$ cat config.mk
export PLATFORM = sky130hd
export DESIGN_NAME = fp_normalize_round_pipe
export DESIGN_NICKNAME = d
export VERILOG_FILES = /design/src/rtl/fp_pkg.sv /design/src/rtl/fp_lzc.sv /design/src/rtl/fp_normalize_round_pipe.sv
export SDC_FILE = /design/constraint.sdc
export NUM_CORES = 1
export LEC_CHECK = 0
export BUFFER_PORTS_ARGS = -buffer_cell sky130_fd_sc_hd__buf_2
export CAP_MARGIN = 20
export CORE_MARGIN = 1.5
export CORE_UTILIZATION = 49
export CTS_BUF_LIST = sky130_fd_sc_hd__clkbuf_16
export CTS_CLUSTER_DIAMETER = 150
export CTS_CLUSTER_SIZE = 16
export DETAILED_ROUTE_END_ITERATION = 10
export PLACE_DENSITY = 0.76
export SETUP_SLACK_MARGIN = 0.05
export SYNTH_ARGS = -nofsm -noshare
export SYNTH_HDL_FRONTEND = slang
export SYNTH_HIERARCHICAL = 1
export SYNTH_SLANG_ARGS = --single-unit
$ cat constraint.sdc
create_clock -name clk -period 3.58 [get_ports clk]
set_clock_uncertainty 0.1 [all_clocks]
set_input_delay 0.716 -clock clk [delete_from_list [all_inputs] [get_ports clk]]
set_output_delay 0.716 -clock clk [all_outputs]
set_load 0.02 [all_outputs]
$ cat src/rtl/fp_pkg.sv
// Shared definitions for the floating-point normalise/round datapath:
// rounding-mode encodings, exponent bias and the input significand width rule.
package fp_pkg;

  localparam logic [1:0] RM_RNE = 2'b00;
  localparam logic [1:0] RM_RTZ = 2'b01;
  localparam logic [1:0] RM_RUP = 2'b10;
  localparam logic [1:0] RM_RDN = 2'b11;

  localparam int EXP_W_DEF = 8;
  localparam int MAN_W_DEF = 23;

  // Carry + hidden + fraction + guard/round/sticky.
  function automatic int fin_w(input int man_w);
    return man_w + 5;
  endfunction

  function automatic int exp_bias(input int exp_w);
    return (1 << (exp_w - 1)) - 1;
  endfunction

  localparam int EXP_BIAS_DEF = exp_bias(EXP_W_DEF);

endpackage

$ cat src/rtl/fp_lzc.sv
// Combinational leading-zero counter counted from the MSB, with an all-zero flag.
// An all-zero input reports a count of W.
module fp_lzc #(
  parameter int W     = 28,
  parameter int CNT_W = $clog2(W + 1)
) (
  input  logic [W-1:0]     din,
  output logic [CNT_W-1:0] cnt,
  output logic             all_zero
);

  // Scan upward so the highest set bit is the last (winning) assignment.
  always_comb begin
    cnt = CNT_W'(W);
    for (int i = 0; i < W; i++) begin
      if (din[i]) begin
        cnt = CNT_W'(W - 1 - i);
      end
    end
  end

  assign all_zero = ~|din;

endmodule

$ cat src/rtl/fp_normalize_round_pipe.sv
// Three-stage elastic normalise-and-round pipeline: leading-one detect, shift and
// exponent adjust, then rounding, carry re-normalisation and exception flags.
module fp_normalize_round_pipe
  import fp_pkg::*;
#(
  parameter int EXP_W = 8,
  parameter int MAN_W = 23,
  parameter int FIN_W = fin_w(MAN_W),
  parameter int TAG_W = 4
) (
  input  logic             clk,
  input  logic             rst,
  input  logic             in_valid,
  output logic             in_ready,
  input  logic             sign_in,
  input  logic [EXP_W-1:0] exp_in,
  input  logic [FIN_W-1:0] frac_in,
  input  logic [1:0]       rnd_mode,
  input  logic [TAG_W-1:0] tag_in,
  output logic             out_valid,
  input  logic             out_ready,
  output logic             sign_out,
  output logic [EXP_W-1:0] exp_out,
  output logic [MAN_W-1:0] man_out,
  output logic [TAG_W-1:0] tag_out,
  output logic             overf,
  output logic             underf,
  output logic             inexact,
  output logic             zero
);

  localparam int LZ_W = $clog2(FIN_W + 1);
  localparam int EW2  = EXP_W + 2;
  localparam logic signed [EW2-1:0] E_OVF = EW2'((2 ** EXP_W) - 1);

  // ---------------- handshake ----------------
  logic v1_reg, v2_reg, v3_reg;
  logic ld2, ld3, adv1, adv2;

  assign ld3      = ~v3_reg | out_ready;
  assign adv2     = v2_reg & ld3;
  assign ld2      = ~v2_reg | adv2;
  assign adv1     = v1_reg & ld2;
  assign in_ready = ~v1_reg | adv1;

  // ---------------- S1: leading-zero count ----------------
  logic [LZ_W-1:0]  lz_next;
  logic             fzero_next;
  logic [LZ_W-1:0]  lz1_reg;
  logic             fzero1_reg;
  logic [FIN_W-1:0] frac1_reg;
  logic [EXP_W-1:0] exp1_reg;
  logic             sign1_reg;
  logic [1:0]       rm1_reg;
  logic [TAG_W-1:0] tag1_reg;

  fp_lzc #(
    .W     (FIN_W),
    .CNT_W (LZ_W)
  ) u_lzc (
    .din      (frac_in),
    .cnt      (lz_next),
    .all_zero (fzero_next)
  );

  always_ff @(posedge clk) begin
    if (rst) begin
      v1_reg     <= 1'b0;
      lz1_reg    <= '0;
      fzero1_reg <= 1'b0;
      frac1_reg  <= '0;
      exp1_reg   <= '0;
      sign1_reg  <= 1'b0;
      rm1_reg    <= '0;
      tag1_reg   <= '0;
    end else if (in_ready) begin
      v1_reg <= in_valid;
      if (in_valid) begin
        lz1_reg    <= lz_next;
        fzero1_reg <= fzero_next;
        frac1_reg  <= frac_in;
        exp1_reg   <= exp_in;
        sign1_reg  <= sign_in;
        rm1_reg    <= rnd_mode;
        tag1_reg   <= tag_in;
      end
    end
  end

  // ---------------- S2: shift and exponent adjust ----------------
  // The shifted MSB is always the leading one (or zero), so it is not kept.
  logic [FIN_W-2:0]        n_next;
  logic signed [EW2-1:0]   e_next;
  logic [FIN_W-2:0]        n2_reg;
  logic signed [EW2-1:0]   e2_reg;
  logic                    fzero2_reg;
  logic                    sign2_reg;
  logic [1:0]              rm2_reg;
  logic [TAG_W-1:0]        tag2_reg;

  always_comb begin
    n_next = (FIN_W - 1)'(frac1_reg << lz1_reg);
    e_next = $signed({2'b00, exp1_reg}) + $signed(EW2'(1))
           - $signed({{(EW2 - LZ_W){1'b0}}, lz1_reg});
  end

  always_ff @(posedge clk) begin
    if (rst) begin
      v2_reg     <= 1'b0;
      n2_reg     <= '0;
      e2_reg     <= '0;
      fzero2_reg <= 1'b0;
      sign2_reg  <= 1'b0;
      rm2_reg    <= '0;
      tag2_reg   <= '0;
    end else if (ld2) begin
      v2_reg <= v1_reg;
      if (v1_reg) begin
        n2_reg     <= n_next;
        e2_reg     <= e_next;
        fzero2_reg <= fzero1_reg;
        sign2_reg  <= sign1_reg;
        rm2_reg    <= rm1_reg;
        tag2_reg   <= tag1_reg;
      end
    end
  end

  // ---------------- S3: round, re-normalise, flags ----------------
  logic [MAN_W-1:0]      man_t;
  logic                  g_bit, s_bit, rup, inf_sel;
  logic [MAN_W:0]        man_sum;
  logic signed [EW2-1:0] e_r;
  logic [EXP_W-1:0]      exp_n;
  logic [MAN_W-1:0]      man_n;
  logic                  overf_n, underf_n, inexact_n, zero_n;

  always_comb begin
    man_t = n2_reg[FIN_W-2:4];
    g_bit = n2_reg[3];
    s_bit = |n2_reg[2:0];
    case (rm2_reg)
      RM_RNE:  rup = g_bit & (s_bit | man_t[0]);
      RM_RTZ:  rup = 1'b0;
      RM_RUP:  rup = ~sign2_reg & (g_bit | s_bit);
      default: rup = sign2_reg & (g_bit | s_bit);
    endcase
    // A carry out of the mantissa leaves the low bits at zero already.
    man_sum = {1'b0, man_t} + {{MAN_W{1'b0}}, rup};
    e_r     = e2_reg + $signed({{(EW2 - 1){1'b0}}, man_sum[MAN_W]});
    inf_sel = (rm2_reg == RM_RNE) | ((rm2_reg == RM_RUP) & ~sign2_reg)
            | ((rm2_reg == RM_RDN) & sign2_reg);

    exp_n     = '0;
    man_n     = '0;
    overf_n   = 1'b0;
    underf_n  = 1'b0;
    inexact_n = 1'b0;
    zero_n    = 1'b0;
    if (fzero2_reg) begin
      zero_n = 1'b1;
    end else if (e_r <= 0) begin
      underf_n  = 1'b1;
      inexact_n = 1'b1;
      zero_n    = 1'b1;
    end else if (e_r >= E_OVF) begin
      overf_n   = 1'b1;
      inexact_n = 1'b1;
      exp_n     = inf_sel ? {EXP_W{1'b1}} : {{(EXP_W - 1){1'b1}}, 1'b0};
      man_n     = inf_sel ? {MAN_W{1'b0}} : {MAN_W{1'b1}};
    end else begin
      exp_n     = e_r[EXP_W-1:0];
      man_n     = man_sum[MAN_W-1:0];
      inexact_n = g_bit | s_bit;
    end
  end

  logic             sign3_reg;
  logic [EXP_W-1:0] exp3_reg;
  logic [MAN_W-1:0] man3_reg;
  logic [TAG_W-1:0] tag3_reg;
  logic             overf3_reg, underf3_reg, inexact3_reg, zero3_reg;

  always_ff @(posedge clk) begin
    if (rst) begin
      v3_reg       <= 1'b0;
      sign3_reg    <= 1'b0;
      exp3_reg     <= '0;
      man3_reg     <= '0;
      tag3_reg     <= '0;
      overf3_reg   <= 1'b0;
      underf3_reg  <= 1'b0;
      inexact3_reg <= 1'b0;
      zero3_reg    <= 1'b0;
    end else if (ld3) begin
      v3_reg <= v2_reg;
      if (v2_reg) begin
        sign3_reg    <= sign2_reg;
        exp3_reg     <= exp_n;
        man3_reg     <= man_n;
        tag3_reg     <= tag2_reg;
        overf3_reg   <= overf_n;
        underf3_reg  <= underf_n;
        inexact3_reg <= inexact_n;
        zero3_reg    <= zero_n;
      end
    end
  end

  assign out_valid = v3_reg;
  assign sign_out  = sign3_reg;
  assign exp_out   = exp3_reg;
  assign man_out   = man3_reg;
  assign tag_out   = tag3_reg;
  assign overf     = overf3_reg;
  assign underf    = underf3_reg;
  assign inexact   = inexact3_reg;
  assign zero      = zero3_reg;

endmodule

==> metrics.md, run 1 <==
| Metric | Value |
|---|---|
| DR vias | 6876 |
| DRC | 0 |
| Detail Placement HPWL | 12800 um |
| Reg clk slew, reported paths | 0.06 ns |
| Status | completed |
| Hold path start | exp_out[7]$_SDFFE_PP0P_ |
| Register area share after synthesis | 0.366 |
| Core area | 0.0147 sq mm |
| Post-route cell area | 0.00899 sq mm |
| Top-count cell post-synth | nand2_1 |
| 1st-iter DRT viols | 513 |
| Core Util, Final | 0.611 |
| Synth area leaders | dfxtp_1 37%, nand2_1 10%, mux4_2 7.0%, a21oi_1 6.7%, nor2_1 3.8% |
| Antenna Nets Post-Route | 0 |
| Final-layout fill cell count | 1288 |
| FP Rows | 44 |
| Die Span Y | 126 um |
| GR Util All Layers | 0.238 |
| EDFF count, synth | 0 |
| TNS Setup | 0 ns |
| Syn Std Cell Area | 0.00744 sq mm |
| N_diodes | 0 |
| Syn. warnings | 6 |
| Reg-to-reg setup timing slack | 0.12 ns |
| Ys flop type | dfxtp_1 |
| Library cells used by synthesis | 67 |
| Die area | 0.0159 sq mm |
| Multi-input logic area | 0.00460 sq mm |
| Worst Hold Endpoint | exp_out[7]$_SDFFE_PP0P_ |
| Later-pin clock latency in the skew report | 0.43 ns |
| Clk buf depth | 2 |
| Final Wtd Congestion | 0.875 |
| CTS tree | yes |
| R2R Path End | man_out[0]$_SDFFE_PP0P_ |
| Clock Sinks | 136 |
| Final min period | 3.46 ns |
| Worst Hold Path Cells | 2 |
| Pwr dens | 425 mW/mm^2 |
| Routed len/inst | 15.7 um |
| Detailed Route WL | 18800 um |
| Worst Max-Slew Pin Slew | 1.03 ns |
| Hold_ws | 0.347 ns |
| Leak | 3.68 nW |
| Ys async rst share | 0 |
| IO Port Bufs | 88 |
| Avg Cell Area, Syn | 8.17 sq um |
| Placement-stage cell area | 0.00815 sq mm |
| Layout cells sized above 1 | 0.226 |
| Reg area | 0.00273 sq mm |
| MaxCap Viol Count | 0 |
| Worst IR Drop VDD | 0.413 mV |
| CP Capture Type | flop |
| IO Pins | 89 |
| Vias/cell | 5.74 |
| Number of global-route vias before repair | 6228 |
| Rel. slew slack | 0.311 |
| Critical Path Start Type | flop |
| Pre-antenna DRT Iters | 5 |
| Initial antenna violation count | 0 |
| # hold bufs at CTS | 0 |
| H-tree Lvls | 4 |
| Yosys top cell by area | dfxtp_1 |
| Critical path required time | 3.79 ns |
| Commonest cells in the synthesized netlist | 207 x nand2_1, 136 x dfxtp_1, 100 x a21oi_1 |
| Initial Util | 0.506 |
| Nets@finish | 1067 |
| Post-Syn Nets | 977 |
| First-pass GRT wire length | 30700 um |
| Hold Vio Cnt, Final | 0 |
| Period utilisation layout | 0.966 |
| Top achievable clock speed | 289 MHz |
| Min-Delay Path Class | reg2reg |
| FF+latch count, synth | 136 |
| RSZ-0062 raised after global routing | true |
| Power consumption | 0.00382 W |
| Final setup fails | 0 |
| Root buf cell | clkbuf_16 |
| Critical path class | reg2reg |
| Die span in x | 126 um |
| CTS Buf Count | 17 |
| Area share of the largest cell type after synthesis | 0.366 |
| Largest net degree at the start of global routing | 60 |
| Worst Path Arrival | 3.67 ns |
| R2R depth | 16 |
| Mapped Cells | 911 |
| Max-slew violation count | 0 |
| Area grow syn2layout | 20.8% |
| R2R Path Start | n2_reg[0]$_SDFFE_PP0P_ |
| Worst-path fanout max | 7 |
| Total grt overflow | 0 |
cell type report:
type / count / area share
clock buffer: 17 / 0.0473
tap: 184 / 0.0256
timing repair buffer: 128 / 0.0851
inverter: 25 / 0.0104
sequential: 136 / 0.303
multi-input combinational: 693 / 0.511
clock inverter: 15 / 0.0168
through the flow:
| stage | instances | setup slack, ns |
|---|---|---|
| CTS | 1192 | 0.0356 |
| global route | 1198 | -0.0252 |
| detailed placement | 1159 | -0.0654 |
| floorplan | 911 | 0.0646 |
| global placement | 1159 | 0.0406 |
| finish | 1198 | 0.123 |
worst max-delay path: stages (launching register included):
cell,delay [ns]
dfxtp_2,0.33
or4_1,0.51
a32o_2,0.27
ha_4,0.17
nand3_4,0.09
nor2_4,0.04
nand2_2,0.09
nor2_4,0.06
ha_4,0.19
clkbuf_2,0.14
nor2b_1,0.13
or4_4,0.44
nand3_4,0.11
a211oi_1,0.05
buf_4,0.18
and3_1,0.19
a221o_1,0.26
report_power, final:
group	total (W)	internal [W]	switching, W	leakage [nW]
registers	0.00164	0.00157	0.0000684	1.11
logic	0.000465	0.000199	0.000266	2.31
clock network	0.00172	0.00102	0.000694	0.269
placed cells by master (no fill, tap or decap), types with 3 or more instances in the layout:
master / netlist / final
and3_1: 10 / 10
ha_4: 0 / 3
o31ai_1: 6 / 5
nor3_1: 16 / 16
buf_6: 3 / 3
nor2b_1: 8 / 7
a222oi_1: 5 / 5
nand2_1: 207 / 205
a22oi_1: 11 / 10
inv_1: 23 / 23
buf_4: 0 / 36
buf_2: 11 / 87
o211ai_1: 3 / 3
nor2_1: 75 / 73
a22o_1: 21 / 21
a21oi_1: 100 / 98
nor4_1: 6 / 5
a211oi_1: 12 / 11
nand4_1: 10 / 10
mux4_2: 23 / 23
or3_1: 3 / 3
xnor2_1: 13 / 12
clkbuf_16: 0 / 17
clkinv_2: 0 / 3
nand3_1: 20 / 16
or4_1: 4 / 3
mux2i_1: 22 / 22
mux2_2: 4 / 4
o21ai_0: 14 / 13
dfxtp_1: 136 / 134
xor2_1: 19 / 19
ha_1: 18 / 15
a221oi_1: 3 / 3
nand2b_1: 5 / 4
clkinvlp_4: 0 / 5
worst max-delay path by stage:
stage,from,endpoint,slack [ns],depth (start not counted)
3_5_place_dp,rm2_reg[1]$_SDFFE_PP0P_,man_out[0]$_SDFFE_PP0P_,-0.07,16
5_1_grt,rm2_reg[1]$_SDFFE_PP0P_,man_out[1]$_SDFFE_PP0P_,-0.03,17
4_1_cts,n2_reg[0]$_SDFFE_PP0P_,man_out[0]$_SDFFE_PP0P_,0.04,15
6_report,n2_reg[0]$_SDFFE_PP0P_,man_out[0]$_SDFFE_PP0P_,0.12,16
3_3_place_gp,n2_reg[0]$_SDFFE_PP0P_,man_out[4]$_SDFFE_PP0P_,0.04,14
2_1_floorplan,rm2_reg[1]$_SDFFE_PP0P_,man_out[10]$_SDFFE_PP0P_,0.06,18
per-layer routing:
layer  share of wire  wire, um  GRT usage
met2            0.46      8580      0.370
met3           0.049       927     0.0450
met5               0         0          0
met4           0.017       318     0.0798
met1            0.48      8930      0.333
logic make-up (layout without fill, tap and decap cells):
| family | Yosys count | after routing | synth area share |
|---|---|---|---|
| DFF | 136 | 136 | 0.366 |
| AOI/OAI and AO/OA | 210 | 213 | 0.185 |
| xor gates and xnor gates | 32 | 32 | 0.0377 |
| and+or+nand+nor | 380 | 380 | 0.226 |
| muxes | 49 | 49 | 0.105 |
| buffers and inverters | 85 | 185 | 0.0477 |
| adders and majority gates | 19 | 19 | 0.0330 |
timing repair:
action	in CTS	in global routing
gates resized for setup	8	34
pin swaps	0	14
cloned	1	2
setup endpoints to repair	23	35
setup buffers	0	4
(Power assumes the default switching activity.)
==> inputs of run 2 (changes only) <==
ABC_AREA = 1   (was default)
PLACE_DENSITY = 0.75   (was 0.76)
==> run 2 against run 1 <==
Effect of this change: the run now ends with setup timing left; synthesized cell count is 30% higher; via count grew 13%; count of clock-buffer cells in the layout unchanged; sequential share of layout area fell by 1.3 points; die area is 5.0% higher; register-to-register slack worse by 0.16 ns; critical path depth rose by 7; hold slack improved by 0.012 ns; clock power fell by 5%; wire length up 6.2%; critical endpoint is now man_out[22]$_SDFFE_PP0P_; largest cell class unchanged.
==> metrics.md, run 2 <==
| Metric | Value |
|---|---|
| First-pass GRT wire length | 32600 um (was 30700 um) |
| Initial antenna violation count | 0 (unchanged) |
| Avg Cell Area, Syn | 6.60 sq um (was 8.17 sq um) |
| N_diodes | 0 (unchanged) |
| Placement-stage cell area | 0.00851 sq mm (was 0.00815 sq mm) |
| Yosys top cell by area | dfxtp_1 (unchanged) |
| Total grt overflow | 0 (unchanged) |
| GR Util All Layers | 0.243 (was 0.238) |
| Nets@finish | 1342 (was 1067) |
| Detailed Route WL | 19900 um (was 18800 um) |
| R2R depth | 23 (was 16) |
| DRC | 0 (unchanged) |
| Area grow syn2layout | 19.9% (was 20.8%) |
| Failing checks | setup timing |
| DR vias | 7793 (was 6876) |
| Library cells used by synthesis | 43 (was 67) |
| Final min period | 3.62 ns (was 3.46 ns) |
| Worst-path fanout max | 6 (was 7) |
| Worst Hold Endpoint | man_out[14]$_SDFFE_PP0P_ (was exp_out[7]$_SDFFE_PP0P_) |
| Layout cells sized above 1 | 0.183 (was 0.226) |
| Pwr dens | 426 mW/mm^2 (was 425 mW/mm^2) |
| Final Wtd Congestion | 0.902 (was 0.875) |
| Synth area leaders | dfxtp_1 35%, nand2_1 14%, o21ai_0 8.3%, a21oi_1 7.0%, inv_1 6.0% (was dfxtp_1 37%, nand2_1 10%, mux4_2 7.0%, a21oi_1 6.7%, nor2_1 3.8%) |
| Critical path class | reg2reg (unchanged) |
| Mapped Cells | 1186 (was 911) |
| IO Pins | 89 (unchanged) |
| Hold_ws | 0.359 ns (was 0.347 ns) |
| Area share of the largest cell type after synthesis | 0.348 (was 0.366) |
| Worst IR Drop VDD | 0.370 mV (was 0.413 mV) |
| RSZ-0062 raised after global routing | true (unchanged) |
| Register area share after synthesis | 0.348 (was 0.366) |
| Final setup fails | 7 (was 0) |
| Worst Path Arrival | 3.86 ns (was 3.67 ns) |
| MaxCap Viol Count | 0 (unchanged) |
| Routed len/inst | 13.2 um (was 15.7 um) |
| Antenna Nets Post-Route | 0 (unchanged) |
| Ys async rst share | 0 (unchanged) |
| TNS Setup | -0.154 ns (was 0 ns) |
| Critical path required time | 3.82 ns (was 3.79 ns) |
| Top-count cell post-synth | nand2_1 (unchanged) |
| Post-route cell area | 0.00938 sq mm (was 0.00899 sq mm) |
| Highest routed metal layer | met4 (unchanged) |
| CP Capture Type | flop (unchanged) |
| Core Util, Final | 0.597 (was 0.611) |
| Hold path start | man_out[14]$_SDFFE_PP0P_ (was exp_out[7]$_SDFFE_PP0P_) |
| Die Span Y | 129 um (was 126 um) |
| Reg clk slew, reported paths | 0.06 ns (about the same) |
| DR WL met2 | 9430 um (was 8580 um) |
| Die area | 0.0167 sq mm (was 0.0159 sq mm) |
| Die span in x | 129 um (was 126 um) |
| Met1 Routed Length | 9090 um (was 8930 um) |
| PnR worst setup slack | -0.0386 ns (was 0.123 ns) |
| Hold Vio Cnt, Final | 0 (unchanged) |
| # hold bufs at CTS | 0 (unchanged) |
| Worst Max-Slew Pin Slew | 0.929 ns (was 1.03 ns) |
| FF+latch count, synth | 136 (unchanged) |
| Worst Hold Path Cells | 2 (unchanged) |
| Max-slew violation count | 0 (unchanged) |
| Post-Syn Nets | 1252 (was 977) |
| EDFF count, synth | 0 (unchanged) |
| Commonest cells after routing, fill and taps aside | 273 x nand2_1, 134 x dfxtp_1, 130 x o21ai_0 (was 205 x nand2_1, 134 x dfxtp_1, 98 x a21oi_1) |
| Syn Std Cell Area | 0.00782 sq mm (was 0.00744 sq mm) |
| Rel. slew slack | 0.380 (was 0.311) |
| CTS Buf Count | 17 (unchanged) |
| Detail Placement HPWL | 14000 um (was 12800 um) |
| IO Port Bufs | 88 (unchanged) |
| R2R Path End | man_out[22]$_SDFFE_PP0P_ (was man_out[0]$_SDFFE_PP0P_) |
| Leak | 4.25 nW (was 3.68 nW) |
| Power consumption | 0.00399 W (was 0.00382 W) |
| Later-pin clock latency in the skew report | 0.43 ns (about the same) |
| CTS tree | yes (unchanged) |
| Root buf cell | clkbuf_16 (unchanged) |
| Status | complete, but fails checks (was completed) |
| Clk buf depth | 2 (unchanged) |
| FP Rows | 46 (was 44) |
| R2R Path Start | rm2_reg[1]$_SDFFE_PP0P_ (was n2_reg[0]$_SDFFE_PP0P_) |
| 1st-iter DRT viols | 554 (was 513) |
| Period utilisation layout | 1.01 (was 0.966) |
| Pre-antenna DRT Iters | 7 (was 5) |
| Clock Sinks | 136 (unchanged) |
| Top achievable clock speed | 276 MHz (was 289 MHz) |
| Commonest cells in the synthesized netlist | 290 x nand2_1, 136 x dfxtp_1, 130 x o21ai_0 (was 207 x nand2_1, 136 x dfxtp_1, 100 x a21oi_1) |
| Initial Util | 0.498 (was 0.506) |
| Number of global-route vias before repair | 6951 (was 6228) |
| Min-Delay Path Class | reg2reg (unchanged) |
| Core area | 0.0157 sq mm (was 0.0147 sq mm) |
| H-tree Lvls | 4 (unchanged) |
| Ys flop type | dfxtp_1 (unchanged) |
| Met3 wire len | 910 um (was 927 um) |
| Vias/cell | 5.18 (was 5.74) |
| Most common cell after layout, fill and taps aside | nand2_1 (unchanged) |
| Critical Path Start Type | flop (unchanged) |
| Reg-to-reg setup timing slack | -0.04 ns (was 0.12 ns) |
| Largest net degree at the start of global routing | 70 (was 60) |
| Syn. warnings | 6 (unchanged) |
run 2: layout make-up:
cell class                 instances  area (sq um)
fill                            1508          6330
tap                              216           270
clock inverter                    13           116
timing repair buffer             137           910
clock buffer                      17           425
sequential                       136          2730
multi-input combinational        852          4410
inverter                         132           523
run 2: power breakdown:
part           leakage, nW  internal [W]  switching [W]
Combinational         2.86      0.000262       0.000437
Sequential            1.12       0.00159      0.0000630
Clock                0.275      0.000997       0.000636
Total                 4.25       0.00285        0.00114
run 2: what timing repair did:
action                                  CTS  global route
gates cloned                              1             2
pin swaps                                 1             9
gates resized for setup                   9            41
endpoints found under the setup margin   31            35
buffers inserted                          8             6
run 2: layer usage:
| layer | up-vias | global-route usage |
|---|---|---|
| li1 | 4048 | - |
| met1 | 3478 | 0.318 |
| met2 | 222 | 0.401 |
| met3 | 45 | 0.0384 |
| met4 | 0 | 0.0978 |
| met5 | - | 0 |
run 2: logic make-up after synthesis:
logic type | after synthesis | share of synthesized area
AOI/OAI and AO/OA | 283 | 0.196
xor gates and xnor gates | 23 | 0.0257
adders and majority gates | 19 | 0.0313
buffers and inverters | 199 | 0.108
DFF | 136 | 0.348
muxes | 10 | 0.0128
and+or+nand+nor | 516 | 0.278
run 2: how the worst max path moves through the flow:
stage                                 start                  endpoint  slack (ns)  cells past startpoint
floorplan           rm2_reg[1]$_SDFFE_PP0P_  man_out[18]$_SDFFE_PP0P_        0.06                     23
global placement    rm2_reg[1]$_SDFFE_PP0P_   man_out[6]$_SDFFE_PP0P_       -0.11                     20
detailed placement  rm2_reg[1]$_SDFFE_PP0P_  man_out[18]$_SDFFE_PP0P_       -0.22                     20
CTS                 rm2_reg[1]$_SDFFE_PP0P_   exp_out[0]$_SDFFE_PP0P_        0.07                     25
global route        rm2_reg[1]$_SDFFE_PP0P_  man_out[15]$_SDFFE_PP0P_       -0.22                     24
finish              rm2_reg[1]$_SDFFE_PP0P_  man_out[22]$_SDFFE_PP0P_       -0.04                     23
run 2: per-stage QoR:
| stage | std cells | setup WS (ns) |
|---|---|---|
| floorplan | 1186 | 0.0614 |
| global placement | 1456 | -0.109 |
| detailed placement | 1456 | -0.220 |
| CTS | 1495 | 0.0653 |
| global route | 1503 | -0.219 |
| finish | 1503 | -0.0386 |
run 2: worst max-delay path: stages (launching register included):
cell and delay [ns]:
dfxtp_2 0.33, inv_2 0.04, nor2_2 0.08, ha_1 0.24, o32ai_2 0.25, ha_2 0.25, nand3_4 0.09, nor3_4 0.13
nand4_1 0.16, nor4_4 0.22, ha_2 0.26, nand2_2 0.10, nand2_1 0.12, nand2_2 0.09, nor2_2 0.13, nand2_2 0.07
nor2_1 0.08, nand3_1 0.08, nand2_2 0.12, nand2_4 0.10, clkbuf_16 0.18, nand2_4 0.05, nand3_2 0.07, a21oi_2 0.19
